===== config.mk =====
export PLATFORM = sky130hd
export DESIGN_NAME = fetch_unit_flat
export DESIGN_NICKNAME = d
export VERILOG_FILES = /design/src/rtl/fetch_if.sv /design/src/rtl/fetch_unit.sv /design/src/flat_wrapper.sv
export SDC_FILE = /design/constraint.sdc
export NUM_CORES = 1
export LEC_CHECK = 0
export CAP_MARGIN = 0
export CORE_AREA = 2 2 85 87
export DETAILED_ROUTE_END_ITERATION = 7
export DIE_AREA = 0 0 87 89
export GPL_TIMING_DRIVEN = 0
export PLACE_DENSITY = 0.88
export SLEW_MARGIN = 20
export SYNTH_ARGS = -nofsm -noshare
export SYNTH_HDL_FRONTEND = slang
export SYNTH_SLANG_ARGS = --single-unit

===== constraint.sdc =====
create_clock -name clk -period 2.2 [get_ports clk]
set_clock_uncertainty 0.05 [all_clocks]
set_input_delay 0.44 -clock clk [delete_from_list [all_inputs] [get_ports clk]]
set_output_delay 0.44 -clock clk [all_outputs]
set_load 0.03 [all_outputs]

===== src/rtl/fetch_if.sv =====
// Bundle between the fetch unit and its pipeline/instruction-memory neighbours.
// No valid/ready handshake here: redirect_pc is meaningful only in a cycle with redirect_valid=1, and imem_data must answer imem_addr in the same cycle.
interface fetch_if;
  logic        data_hazard;
  logic        control_hazard;
  logic        redirect_valid;
  logic [15:0] redirect_pc;
  logic [15:0] imem_addr;
  logic [15:0] imem_data;
  logic [15:0] id_instr;
  logic [15:0] id_pc_plus1;
  logic        id_valid;
  logic [1:0]  fetch_state;
  logic [15:0] stall_count;

  modport master (
    output data_hazard, control_hazard, redirect_valid, redirect_pc, imem_data,
    input  imem_addr, id_instr, id_pc_plus1, id_valid, fetch_state, stall_count
  );

  modport slave (
    input  data_hazard, control_hazard, redirect_valid, redirect_pc, imem_data,
    output imem_addr, id_instr, id_pc_plus1, id_valid, fetch_state, stall_count
  );
endinterface


===== src/rtl/fetch_unit.sv =====
// Instruction fetch stage: PC register, IF/ID register and a hold/squash FSM.
// One action per cycle, priority redirect > hold > squash > advance.
module fetch_unit #(
  parameter logic [15:0] RESET_PC = 16'h0000,
  parameter logic [15:0] BUBBLE   = 16'h0000
) (
  input  logic   clk,
  input  logic   rst_n,
  fetch_if.slave bus
);

  typedef enum logic [1:0] {
    ST_RUN    = 2'd0,
    ST_HOLD   = 2'd1,
    ST_SQUASH = 2'd2
  } state_t;

  state_t      state;
  logic [15:0] pc;
  logic [15:0] id_instr;
  logic [15:0] id_pc_plus1;
  logic        id_valid;
  logic [15:0] stall_count;

  always_ff @(posedge clk) begin
    if (!rst_n) begin
      pc          <= RESET_PC;
      id_instr    <= BUBBLE;
      id_pc_plus1 <= 16'h0000;
      id_valid    <= 1'b0;
      state       <= ST_RUN;
      stall_count <= 16'h0000;
    end else if (bus.redirect_valid) begin
      // Redirect cycles are not counted as stalls.
      pc          <= bus.redirect_pc;
      id_instr    <= BUBBLE;
      id_pc_plus1 <= 16'h0000;
      id_valid    <= 1'b0;
      state       <= ST_SQUASH;
    end else if (bus.data_hazard) begin
      // Hold beats squash so the instruction sitting in ID is never lost.
      state <= ST_HOLD;
      if (stall_count != 16'hFFFF) stall_count <= stall_count + 16'd1;
    end else if (bus.control_hazard) begin
      id_instr <= BUBBLE;
      id_valid <= 1'b0;
      state    <= ST_SQUASH;
      if (stall_count != 16'hFFFF) stall_count <= stall_count + 16'd1;
    end else begin
      id_instr    <= bus.imem_data;
      id_pc_plus1 <= pc + 16'd1;
      id_valid    <= 1'b1;
      pc          <= pc + 16'd1;
      state       <= ST_RUN;
    end
  end

  assign bus.imem_addr   = pc;
  assign bus.id_instr    = id_instr;
  assign bus.id_pc_plus1 = id_pc_plus1;
  assign bus.id_valid    = id_valid;
  assign bus.fetch_state = state;
  assign bus.stall_count = stall_count;

endmodule


===== src/flat_wrapper.sv =====
// flat-port wrapper written by rule: the top's interface ports become plain ports
module fetch_unit_flat 
#(
  parameter logic [15:0] RESET_PC = 16'h0000,
  parameter logic [15:0] BUBBLE   = 16'h0000
)
  (clk, rst_n, bus_data_hazard, bus_control_hazard, bus_redirect_valid, bus_redirect_pc, bus_imem_data, bus_imem_addr, bus_id_instr, bus_id_pc_plus1, bus_id_valid, bus_fetch_state, bus_stall_count);
  fetch_if bus_i ();
  input  logic clk;
  input  logic rst_n;
  input wire logic [$bits(bus_i.data_hazard)-1:0] bus_data_hazard;
  input wire logic [$bits(bus_i.control_hazard)-1:0] bus_control_hazard;
  input wire logic [$bits(bus_i.redirect_valid)-1:0] bus_redirect_valid;
  input wire logic [$bits(bus_i.redirect_pc)-1:0] bus_redirect_pc;
  input wire logic [$bits(bus_i.imem_data)-1:0] bus_imem_data;
  output wire logic [$bits(bus_i.imem_addr)-1:0] bus_imem_addr;
  output wire logic [$bits(bus_i.id_instr)-1:0] bus_id_instr;
  output wire logic [$bits(bus_i.id_pc_plus1)-1:0] bus_id_pc_plus1;
  output wire logic [$bits(bus_i.id_valid)-1:0] bus_id_valid;
  output wire logic [$bits(bus_i.fetch_state)-1:0] bus_fetch_state;
  output wire logic [$bits(bus_i.stall_count)-1:0] bus_stall_count;
  assign bus_i.data_hazard = bus_data_hazard;
  assign bus_i.control_hazard = bus_control_hazard;
  assign bus_i.redirect_valid = bus_redirect_valid;
  assign bus_i.redirect_pc = bus_redirect_pc;
  assign bus_i.imem_data = bus_imem_data;
  assign bus_imem_addr = bus_i.imem_addr;
  assign bus_id_instr = bus_i.id_instr;
  assign bus_id_pc_plus1 = bus_i.id_pc_plus1;
  assign bus_id_valid = bus_i.id_valid;
  assign bus_fetch_state = bus_i.fetch_state;
  assign bus_stall_count = bus_i.stall_count;
  fetch_unit #(.RESET_PC(RESET_PC), .BUBBLE(BUBBLE)) u_core (.clk(clk), .rst_n(rst_n), .bus(bus_i));
endmodule

* Yosys cells after proc, flatten, opt, wreduce, memory -nomap -nowiden
Index checks and enable logic that the tools add are counted.
Word-level totals: flip-flop bits (word level) 67, bits in latches 0, memory bits (writable) 0, memory bits (read-only) 0, input port bits 37, output and inout bits 67, word-level logic and storage cells 32, memories 0
Operators by class: add/sub/neg operators 2, multipliers 0, div/mod/pow operators 0, $lt $le $gt $ge 0, equal/unequal tests 3, shift-type cells 0, mux-type cells 11, bitwise operators 4, reductions and logical operators 5
Operator list (count):
- 2-to-1 mux 16 bit | 7
- adder 16 x 1 -> 16 bit, second input constant | 2
- != test 16 bit, second input constant | 1
- 2-to-1 mux 2 bit | 3
- AND reduction 2 bit | 3
- != test 2 x 1 -> 1 bit, second input constant | 2
- NOT 1 bit | 4
- nonzero test 2 bit | 1
- OR reduction 2 bit | 1
- 2-to-1 mux 1 bit | 1

* Longest topological paths before layout
Gate-level depths: netlist (run 1).
depth after elaboration 4, depth in mapped cells 6, mapped depth without buffers 5

* Least setup slack after synthesis (run 1)
OpenSTA, ideal clock, no wires.
path kind register to register, start point register u_core.pc[0] (netlist: u_core.bus.imem_addr[0]), end point register u_core.pc[10] (netlist: u_core.bus.imem_addr[10]), setup time 0.071 ns, arrival 1.835 ns, required time 2.079 ns, slack 0.244 ns, cell stages (with the launch flop) 6, path buffers 0, period minus slack after synthesis 1.956 ns, cell sequence dfxtp_1 > ha_1 > nand3_2 > or4_1 > a21boi_1 > o21bai_1
Between the ends: word-level cells in the longest chain between the ends 4
Ends and longest elaborated chain:
- from (decl) | line fetch_unit.sv:19 | logic [15:0] pc;
- from (signal assigned) | line fetch_unit.sv:35 | pc <= bus.redirect_pc;
- from (signal assigned) | line fetch_unit.sv:53 | pc <= pc + 16'd1;
- adder 16 x 1 -> 16 bit | line fetch_unit.sv:53
- 2-to-1 mux 16 bit | line fetch_unit.sv:44 | end else if (bus.control_hazard) begin
- 2-to-1 mux 16 bit | line fetch_unit.sv:40 | end else if (bus.data_hazard) begin
- 2-to-1 mux 16 bit | line fetch_unit.sv:33 | end else if (bus.redirect_valid) begin
No other way between the ends. The select of a mux whose other input is x is not followed. A chain may end at the register's enable or synchronous reset.

* Final worst setup path (run 1)
start point input bus_data_hazard, end point register u_core.pc[9] (netlist: u_core.bus.imem_addr[9])
Between the ends: word-level cells in the longest chain between the ends 2
Ends and longest elaborated chain:
- from (decl) | line flat_wrapper.sv:11 | input wire logic [$bits(bus_i.data_hazard)-1:0] bus_data_hazard;
- != test 2 x 1 -> 1 bit (no source line)
- AND reduction 2 bit (no source line)
No other way between the ends.

==> results of run 1 <==
routing by layer:
| layer | up-vias | part of all wire |
|---|---|---|
| met4 | 0 | 0.015 |
| met1 | 1330 | 0.42 |
| met2 | 111 | 0.49 |
| met3 | 14 | 0.078 |
| li1 | 1416 | - |
| met5 | - | 0 |
worst paths after layout:
check,endpoint,slack [ps],startpoint,depth (start not counted)
max reg2reg,u_core.bus.imem_addr[10],190,u_core.bus.imem_addr[0],5
max,u_core.bus.imem_addr[9],120,bus_data_hazard,5
min,u_core.bus.id_pc_plus1[10],410,u_core.bus.id_pc_plus1[10],1
min reg2reg,u_core.bus.id_pc_plus1[10],410,u_core.bus.id_pc_plus1[10],1
logic make-up after synthesis:
logic type	Yosys count	share of synthesized area
mux	10	0.0332
xor+xnor	19	0.0551
fa+ha+maj	2	0.00829
flops	67	0.444
buf+inv	25	0.0369
simple gates	109	0.208
compound gates	86	0.214
power by group:
group | leakage [uW] | total (uW) | switching (uW) | internal (uW)
sequential | 0.000546 | 1300 | 46.4 | 1250
clock | 0.0000995 | 1020 | 439 | 579
combinational | 0.000927 | 372 | 194 | 178
total | 0.00157 | 2690 | 680 | 2010
worst reg2reg max path, stage by stage, from the launching register on:
cell and delay (ps):
dfxtp_1 470, ha_1 270, nand3_2 230, or4_1 560, a21boi_1 220, o21bai_1 140
per-stage QoR:
stage	instance area, um2	cells	TNS [ps]	hold WS [ps]	total power [uW]
after global routing	4360	516	0	441	2780
after CTS	4350	516	0	413	2700
after floorplan	3020	318	0	523	1510
final	4360	516	0	413	2690
after detailed placement	4150	501	-7870	397	1690
after global placement	4150	501	-6740	386	1680
cells in the mapped netlist (all sizes together) (4+ instances only):
cell	instances	area, um2
nor4	9	83.8
dfxtp	67	1340
mux2i	10	100
nor3	16	80.1
clkbuf	8	30.0
nand3	11	65.1
inv	8	30.0
a21o	4	30.0
a22oi	5	37.5
o21bai	5	37.5
nand2	16	60.1
a22o	25	219
o21ai	11	55.1
buf	9	51.3
nor2	22	82.6
a21oi	13	65.1
nand2b	7	43.8
xor2	5	43.8
o31ai	5	37.5
nand4	11	83.8
xnor2	14	123
a211oi	5	37.5
and4	4	35.0
cell type report:
cell class / instances / area (um2)
inverters: 8 / 30.0
plain buffers: 17 / 81.3
repair buffers: 103 / 1030
well taps: 80 / 100
clock buffers: 13 / 159
fillers: 531 / 2350
multi-input cells: 226 / 1590
flip-flops and latches: 67 / 1340
clock inverters: 2 / 35.0
what timing repair did:
action | in CTS | in global routing
resized for setup | 1 | 2
setup endpoints to repair | 1 | 10
pin swaps | 0 | 0
sequential cells by signal, summed over array words and instances (netlist names):
name,cells
u_core.bus.id_instr,16
u_core.bus.id_pc_plus1,16
u_core.bus.imem_addr,16
u_core.bus.stall_count,16
u_core.bus.fetch_state,2
u_core.bus.id_valid,1
==> flow_summary.json, run 1 <==
{
  "met2_usage": 0.349,
  "synth_cell_types": 47,
  "syn_nets": 357,
  "cp_max_fo": 10,
  "syn_area_per_cell_um2": 9.49,
  "clk_pin_slew_ps": 60,
  "setup.worst_path.start_class": "input port",
  "viasPerCell": 5.56,
  "syn_area_mm2": 0.00302,
  "layout.nets": 471,
  "grt_busiest_layer": "met2",
  "criticalPathCategory": "input port to flop",
  "syn_inst": 318,
  "slew_violations": 0,
  "worstMarginPinSlew_ps": 646,
  "grt_use_met1": 0.261,
  "numCtsBuffers": 9,
  "final_core_util": 0.650,
  "final_cell_mix": "clkdlybuf4s50_1, dfxtp_1, a22o_1",
  "routedWlPerCell_um": 15.8,
  "coreArea_mm2": 0.00672,
  "grt_pass1_vias": 2788,
  "arrival_ps": 2290,
  "antenna_found_initial": 0,
  "synth-main-ff-cell": "dfxtp_1",
  "grt_max_degree": 11,
  "seq_area_frac_synth": 0.444,
  "grt_pass1_wl_mm": 12.9,
  "p_leak_uw": 0.00157,
  "ir_worst_vdd_uv": 350,
  "cts.htree.levels": 3,
  "pre_cts_ws_ps": -313,
  "powerDensity_mw_per_mm2": 616,
  "portBuffers": 103,
  "timing.final.ws_setup_ps": 116,
  "holdCritPathClass": "flop to flop",
  "drive_above_1_share": 0.0734,
  "finalCriticalPeriod_ps": 2080,
  "insertion_delay_ps": 340,
  "grt_overflow": 0,
  "drc": 0,
  "rows": 30,
  "cts_setup_buffers": 0,
  "ys_warn_count": 0,
  "cp_slowest_cell": "clkdlybuf4s50_1",
  "end_kind": "flop",
  "drt_iter0_drc": 170,
  "start_util": 0.449,
  "hold_viol": 0,
  "dr.pass1.iters": 4,
  "ctsHoldBuffers": 0,
  "async_flop_share": 0,
  "post-route-period-util": 0.947,
  "root_buffer": "clkbuf_8",
  "insertedDiodeCount": 0,
  "cts_max_path_buffers": 2,
  "cp_data_required_time_ps": 2410,
  "clock_sinks": 67,
  "chipHeight_um": 89,
  "slowest_delay_ps": 600,
  "track_usage": 0.212,
  "slew_headroom": 0.568,
  "synth_seq_cells": 67,
  "status": "finished clean",
  "setup_viol": 0,
  "hpwl_mm": 6.04,
  "clock.fmax_mhz": 480,
  "gr-usage-met3": 0.0619,
  "worstPathCellList": "clkdlybuf4s50_1 > nor4b_4 > buf_2 > a21boi_1 > o21bai_1",
  "rsz0062_at_grt": "false",
  "area_delta_synth_final_pct": 44.6,
  "maxCapViolCount": 0,
  "ant_nets": 0,
  "layout_commonest_cell": "clkdlybuf4s50_1",
  "place_congestion": 0.882,
  "synth_edf_count": 0,
  "cpLargestDelayFamily": "buffers and inverters",
  "dr_total_vias": 2871,
  "cp_num_buf_inv": 2,
  "postRouteWirelength_mm": 8.16,
  "die_area_mm2": 0.00774,
  "cts_tree": "done",
  "ios": 104,
  "fp.dieW_um": 87
}
No activity file was read; power rests on OpenSTA's default activity.
==> run 2, diff against run 1 <==
Settings changed: CORE_AREA 2 2 85 87 to 2 2 95 79, CTS_CLUSTER_SIZE set to 24, DIE_AREA 0 0 87 89 to 0 0 97 81, PLACE_DENSITY 0.88 to 0.87.
==> run 2 against run 1 <==
Effect of this change: maximum frequency shrank 0.82%; register-to-register slack got worse by 70 ps; critical path type unchanged; worst hold slack improved by 6.5 ps; critical path depth rose by 1; critical endpoint is now u_core.bus.stall_count[14]; total power rose by 5.0%; via count grew 2.9%; largest power group unchanged; cell count rose by 2.1%; core utilization down 2.4 points.
==> flow_summary.json, run 2 (same netlist as run 1, synthesis figures left out) <==
{
  "chipHeight_um": 81,
  "slowest_delay_ps": 500,
  "hpwl_mm": 6.46,
  "whs_path_depth": 1,
  "slew_violations": 0,
  "min_from": "u_core.bus.id_pc_plus1[12]",
  "post-route-period-util": 0.955,
  "ctsHoldBuffers": 0,
  "antenna_found_initial": 0,
  "clock_sinks": 67,
  "grt_pass1_wl_mm": 13.7,
  "final_cell_mix": "clkdlybuf4s50_1, dfxtp_1, a22o_1",
  "worstPathCellList": "clkdlybuf4s50_1 > buf_2 > o21bai_1 > nor4_2 > a41o_1 > a21oi_1",
  "cts_max_path_buffers": 2,
  "fin_area_mm2": 0.00440,
  "cts.htree.levels": 3,
  "portBuffers": 103,
  "worst-path-stages": 6,
  "hold_viol": 0,
  "powerDensity_mw_per_mm2": 641,
  "final_core_util": 0.625,
  "status": "finished clean",
  "ff_latch_area_mm2": 0.00134,
  "drc": 0,
  "r2r_start": "u_core.bus.imem_addr[0]",
  "cts_setup_buffers": 0,
  "insertedDiodeCount": 0,
  "root_buffer": "clkbuf_8",
  "ios": 104,
  "dpl-instance-area_mm2": 0.00416,
  "cp_num_buf_inv": 2,
  "area_delta_synth_final_pct": 45.8,
  "start_util": 0.429,
  "cp_data_required_time_ps": 2360,
  "ff2ff_path_depth": 5,
  "routedWlPerCell_um": 16.6,
  "multiInputGateArea_mm2": 0.00158,
  "numCtsBuffers": 9,
  "setup_viol": 0,
  "end_kind": "flop",
  "dr_total_vias": 2953,
  "slew_headroom": 0.584,
  "setup.worst_path.start_class": "input port",
  "fp.dieW_um": 97,
  "ant_nets": 0,
  "cts_tree": "done",
  "insertion_delay_ps": 350,
  "criticalPathCategory": "input port to flop",
  "layout.nets": 471,
  "clk_pin_slew_ps": 70,
  "grt_overflow": 0,
  "track_usage": 0.217,
  "layout_commonest_cell": "clkdlybuf4s50_1",
  "total_power_uw": 2820,
  "fillers": 596,
  "drt_iter0_drc": 195,
  "postRouteWirelength_mm": 8.75,
  "ff2ff_setup_slack_ps": 120,
  "maxCapViolCount": 0,
  "coreArea_mm2": 0.00704,
  "finalCriticalPeriod_ps": 2100,
  "viasPerCell": 5.60,
  "holdCritPathClass": "flop to flop",
  "rsz0062_at_grt": "false",
  "place_congestion": 0.930,
  "grt_pass1_vias": 2854,
  "grt_max_degree": 14,
  "p_leak_uw": 0.00157,
  "cp_max_fo": 10,
  "rows": 28,
  "r2r-end": "u_core.bus.imem_addr[10]",
  "hold_end": "u_core.bus.id_pc_plus1[12]",
  "worstMarginPinSlew_ps": 623,
  "clock.fmax_mhz": 476,
  "drive_above_1_share": 0.0824,
  "cpLargestDelayFamily": "buffers and inverters",
  "ir_worst_vdd_uv": 314,
  "cp_slowest_cell": "clkdlybuf4s50_1",
  "arrival_ps": 2260,
  "dr.pass1.iters": 4,
  "die_area_mm2": 0.00786
}
-- run 2: cell types whose count changed in the layout (fill, tap and decap cells not counted), sizes merged --
cell	change
bufinv	+1
clkbuf	-4
clkinv	+1
clkinvlp	+1
inv	+2
-- run 2: worst max-delay path by stage --
stage	startpoint	to	slack [ps]
2_1_floorplan	u_core.bus.imem_addr[0]	u_core.bus.imem_addr[10]	240
3_3_place_gp	bus_data_hazard	u_core.bus.imem_addr[14]	-310
3_5_place_dp	bus_redirect_valid	u_core.bus.id_instr[14]	-330
4_1_cts	bus_data_hazard	u_core.bus.id_pc_plus1[13]	10
5_1_grt	bus_redirect_valid	u_core.bus.stall_count[14]	0.3
6_report	bus_redirect_valid	u_core.bus.stall_count[14]	100
-- run 2: final cells by class --
type / instances / share of cell area
plain buffers: 17 / 0.0185
clock buffers: 9 / 0.0281
clock inverters: 7 / 0.0224
inverters: 8 / 0.00682
multi-input cells: 226 / 0.360
flip-flops and latches: 67 / 0.305
well taps: 90 / 0.0256
repair buffers: 103 / 0.234
-- run 2: metrics by stage --
step                      TNS (ps)  hold slack, ps  cells  worst slack, ps
final                            0             419    527             98.9
after global routing             0             437    527            0.336
after CTS                        0             425    527             13.6
after detailed placement     -8230             396    511             -334
after global placement       -7220             397    511             -314
after floorplan                  0             523    318              244
-- run 2: repair_timing --
| item | in CTS | in global routing |
|---|---|---|
| hold endpoints to repair | 0 | 0 |
| gates resized for setup | 0 | 3 |
| endpoints found under the setup margin | 0 | 16 |
-- run 2: routing by layer --
| metal | part of all wire | global-route usage |
|---|---|---|
| met5 | 0 | 0 |
| met4 | 0.012 | 0.0887 |
| met3 | 0.050 | 0.0336 |
| met2 | 0.48 | 0.365 |
| met1 | 0.46 | 0.283 |
-- run 2: report_power, final --
part,internal [uW],switching [uW]
logic,178,195
registers,1250,50.5
clock network,645,503
==> run 3, diff against run 2 <==
Settings changed: CORE_AREA 2 2 95 79 to 2 2 101 83, DIE_AREA 0 0 97 81 to 0 0 103 85, PLACE_DENSITY 0.87 to 0.8.
==> run 3 against run 2 <==
Effect of this change: count of clock-buffer cells in the layout is 1 higher; register-to-register slack better by 50 ps; core utilization is 5.3 points lower; worst hold slack better by 3.2 ps; total power is 1.6% higher; non-clock buffer count stayed put; sequential share of layout area is 0.25 points lower; critical path depth is 5 lower; maximum frequency is 0.50% lower; first-iteration DRC count is 28% lower; via count is 0.47% higher; critical path type is now flop to primary output; largest cell class unchanged; highest routed layer unchanged.
==> flow_summary.json, run 3 (same netlist as run 1, synthesis figures left out) <==
{
  "place_congestion": 0.921,
  "clock.fmax_mhz": 474,
  "ff2ff_setup_slack_ps": 170,
  "numCtsBuffers": 9,
  "start_util": 0.389,
  "clk_pin_slew_ps": 80,
  "min_from": "u_core.bus.id_pc_plus1[10]",
  "grt_pass1_wl_mm": 14.6,
  "insertedDiodeCount": 0,
  "met3WireLength_um": 479,
  "whs_path_depth": 1,
  "die_area_mm2": 0.00876,
  "cts_max_path_buffers": 2,
  "antenna_found_initial": 0,
  "drive_above_1_share": 0.0847,
  "p_leak_uw": 0.00159,
  "post-route-period-util": 0.960,
  "clock_sinks": 67,
  "ir_worst_vdd_uv": 395,
  "setup.worst_path.start_class": "flop",
  "powerDensity_mw_per_mm2": 645,
  "status": "finished clean",
  "wl_met1_mm": 4.02,
  "criticalPathCategory": "flop to primary output",
  "drt_iter0_drc": 141,
  "coreArea_mm2": 0.00776,
  "r2r_start": "u_core.bus.imem_addr[1]",
  "slowest_delay_ps": 760,
  "cpLargestDelayFamily": "buffers and inverters",
  "maxCapViolCount": 0,
  "root_buffer": "clkbuf_8",
  "pre_cts_ws_ps": -359,
  "layout_commonest_cell": "clkdlybuf4s50_1",
  "cts.htree.levels": 3,
  "worstPathCellList": "clkdlybuf4s50_1",
  "cts_tree": "done",
  "routedWlPerCell_um": 16.5,
  "postRouteWirelength_mm": 8.98,
  "hold_viol": 0,
  "portBuffers": 103,
  "cp_max_fo": 6,
  "insertion_delay_ps": 360,
  "chipHeight_um": 85,
  "fillers": 700,
  "track_usage": 0.215,
  "hpwl_mm": 6.58,
  "rows": 29,
  "cp_slowest_cell": "clkdlybuf4s50_1",
  "dp.cells": 529,
  "hold_end": "u_core.bus.id_pc_plus1[10]",
  "final_cell_mix": "clkdlybuf4s50_1, dfxtp_1, a22o_1",
  "worst-path-stages": 1,
  "area_delta_synth_final_pct": 47.2,
  "holdCritPathClass": "flop to flop",
  "cp_num_buf_inv": 1,
  "timing.final.ws_setup_ps": 88.3,
  "drc": 0,
  "fp.dieW_um": 103,
  "r2r-end": "u_core.bus.imem_addr[10]",
  "layout.nets": 471,
  "slew_headroom": 0.525,
  "wl_met2_mm": 4.28,
  "ff2ff_path_depth": 5,
  "end_kind": "primary output",
  "cp_data_required_time_ps": 1710,
  "grt_max_degree": 14,
  "arrival_ps": 1620,
  "top_layer_used": "met4",
  "worstMarginPinSlew_ps": 711,
  "viasPerCell": 5.44,
  "final_cells": 545,
  "rsz0062_at_grt": "false",
  "ios": 104,
  "slew_violations": 0,
  "dr.pass1.iters": 5,
  "final_core_util": 0.572,
  "grt_overflow": 0,
  "dr_total_vias": 2967,
  "grt_pass1_vias": 2988,
  "finalCriticalPeriod_ps": 2110,
  "ant_nets": 0,
  "setup_viol": 0
}
run 3: cell count changes in the layout (fill, tap and decap cells not counted):
| cell | before | now |
|---|---|---|
| nor4_2 | 3 | 2 |
| buf_1 | 0 | 1 |
| clkbuf_8 | 9 | 10 |
| nor4_4 | 1 | 2 |
| clkbuf_1 | 8 | 7 |
| dfxtp_2 | 0 | 1 |
| clkinv_2 | 1 | 0 |
| inv_6 | 2 | 3 |
| clkinv_4 | 1 | 0 |
| dfxtp_1 | 67 | 66 |
run 3: worst max-delay path by stage:
stage | slack [ps] | from | to
final | 90 | u_core.bus.imem_addr[8] | bus_imem_addr[8]
after global routing | 5 | bus_control_hazard | u_core.bus.imem_addr[14]
after CTS | 40 | bus_data_hazard | u_core.bus.imem_addr[9]
after detailed placement | -360 | bus_redirect_valid | u_core.bus.id_instr[11]
after global placement | -330 | bus_data_hazard | u_core.bus.imem_addr[14]
after floorplan | 240 | u_core.bus.imem_addr[0] | u_core.bus.imem_addr[10]
run 3: timing repair:
item                                    CTS  global route
hold buffers                              0             0
pin swaps                                 0             2
resized for setup                         1             5
setup buffers                             0             0
endpoints found under the setup margin    1            29
run 3: cell type report:
class / instances / area, um2 / area share
buffer: 17 / 81.3 / 0.0183
clock buffer: 10 / 138 / 0.0310
clock inverter: 6 / 93.8 / 0.0211
inverter: 8 / 30.0 / 0.00676
multi-input combinational: 226 / 1590 / 0.358
sequential: 67 / 1340 / 0.302
tap: 108 / 135 / 0.0304
timing repair buffer: 103 / 1030 / 0.232
run 3: power breakdown:
part | internal [uW] | switching (uW) | total (uW)
logic | 178 | 197 | 375
registers | 1250 | 50.4 | 1300
clock network | 681 | 512 | 1190
total | 2110 | 759 | 2870
run 3: per-stage QoR:
stage	hold slack [ps]	total power, uW	cell area, um2	TNS (ps)
after floorplan	523	1510	3020	0
after global placement	399	1690	4190	-7810
after detailed placement	396	1700	4190	-8150
after CTS	428	2880	4420	0
after global routing	450	2970	4440	0
final	422	2870	4440	0
run 3: routing by layer:
layer  global-route usage  up-vias
met3               0.0519       17
li1                     -     1423
met2                0.341      116
met5                    0        -
met1                0.283     1411
met4               0.0825        0
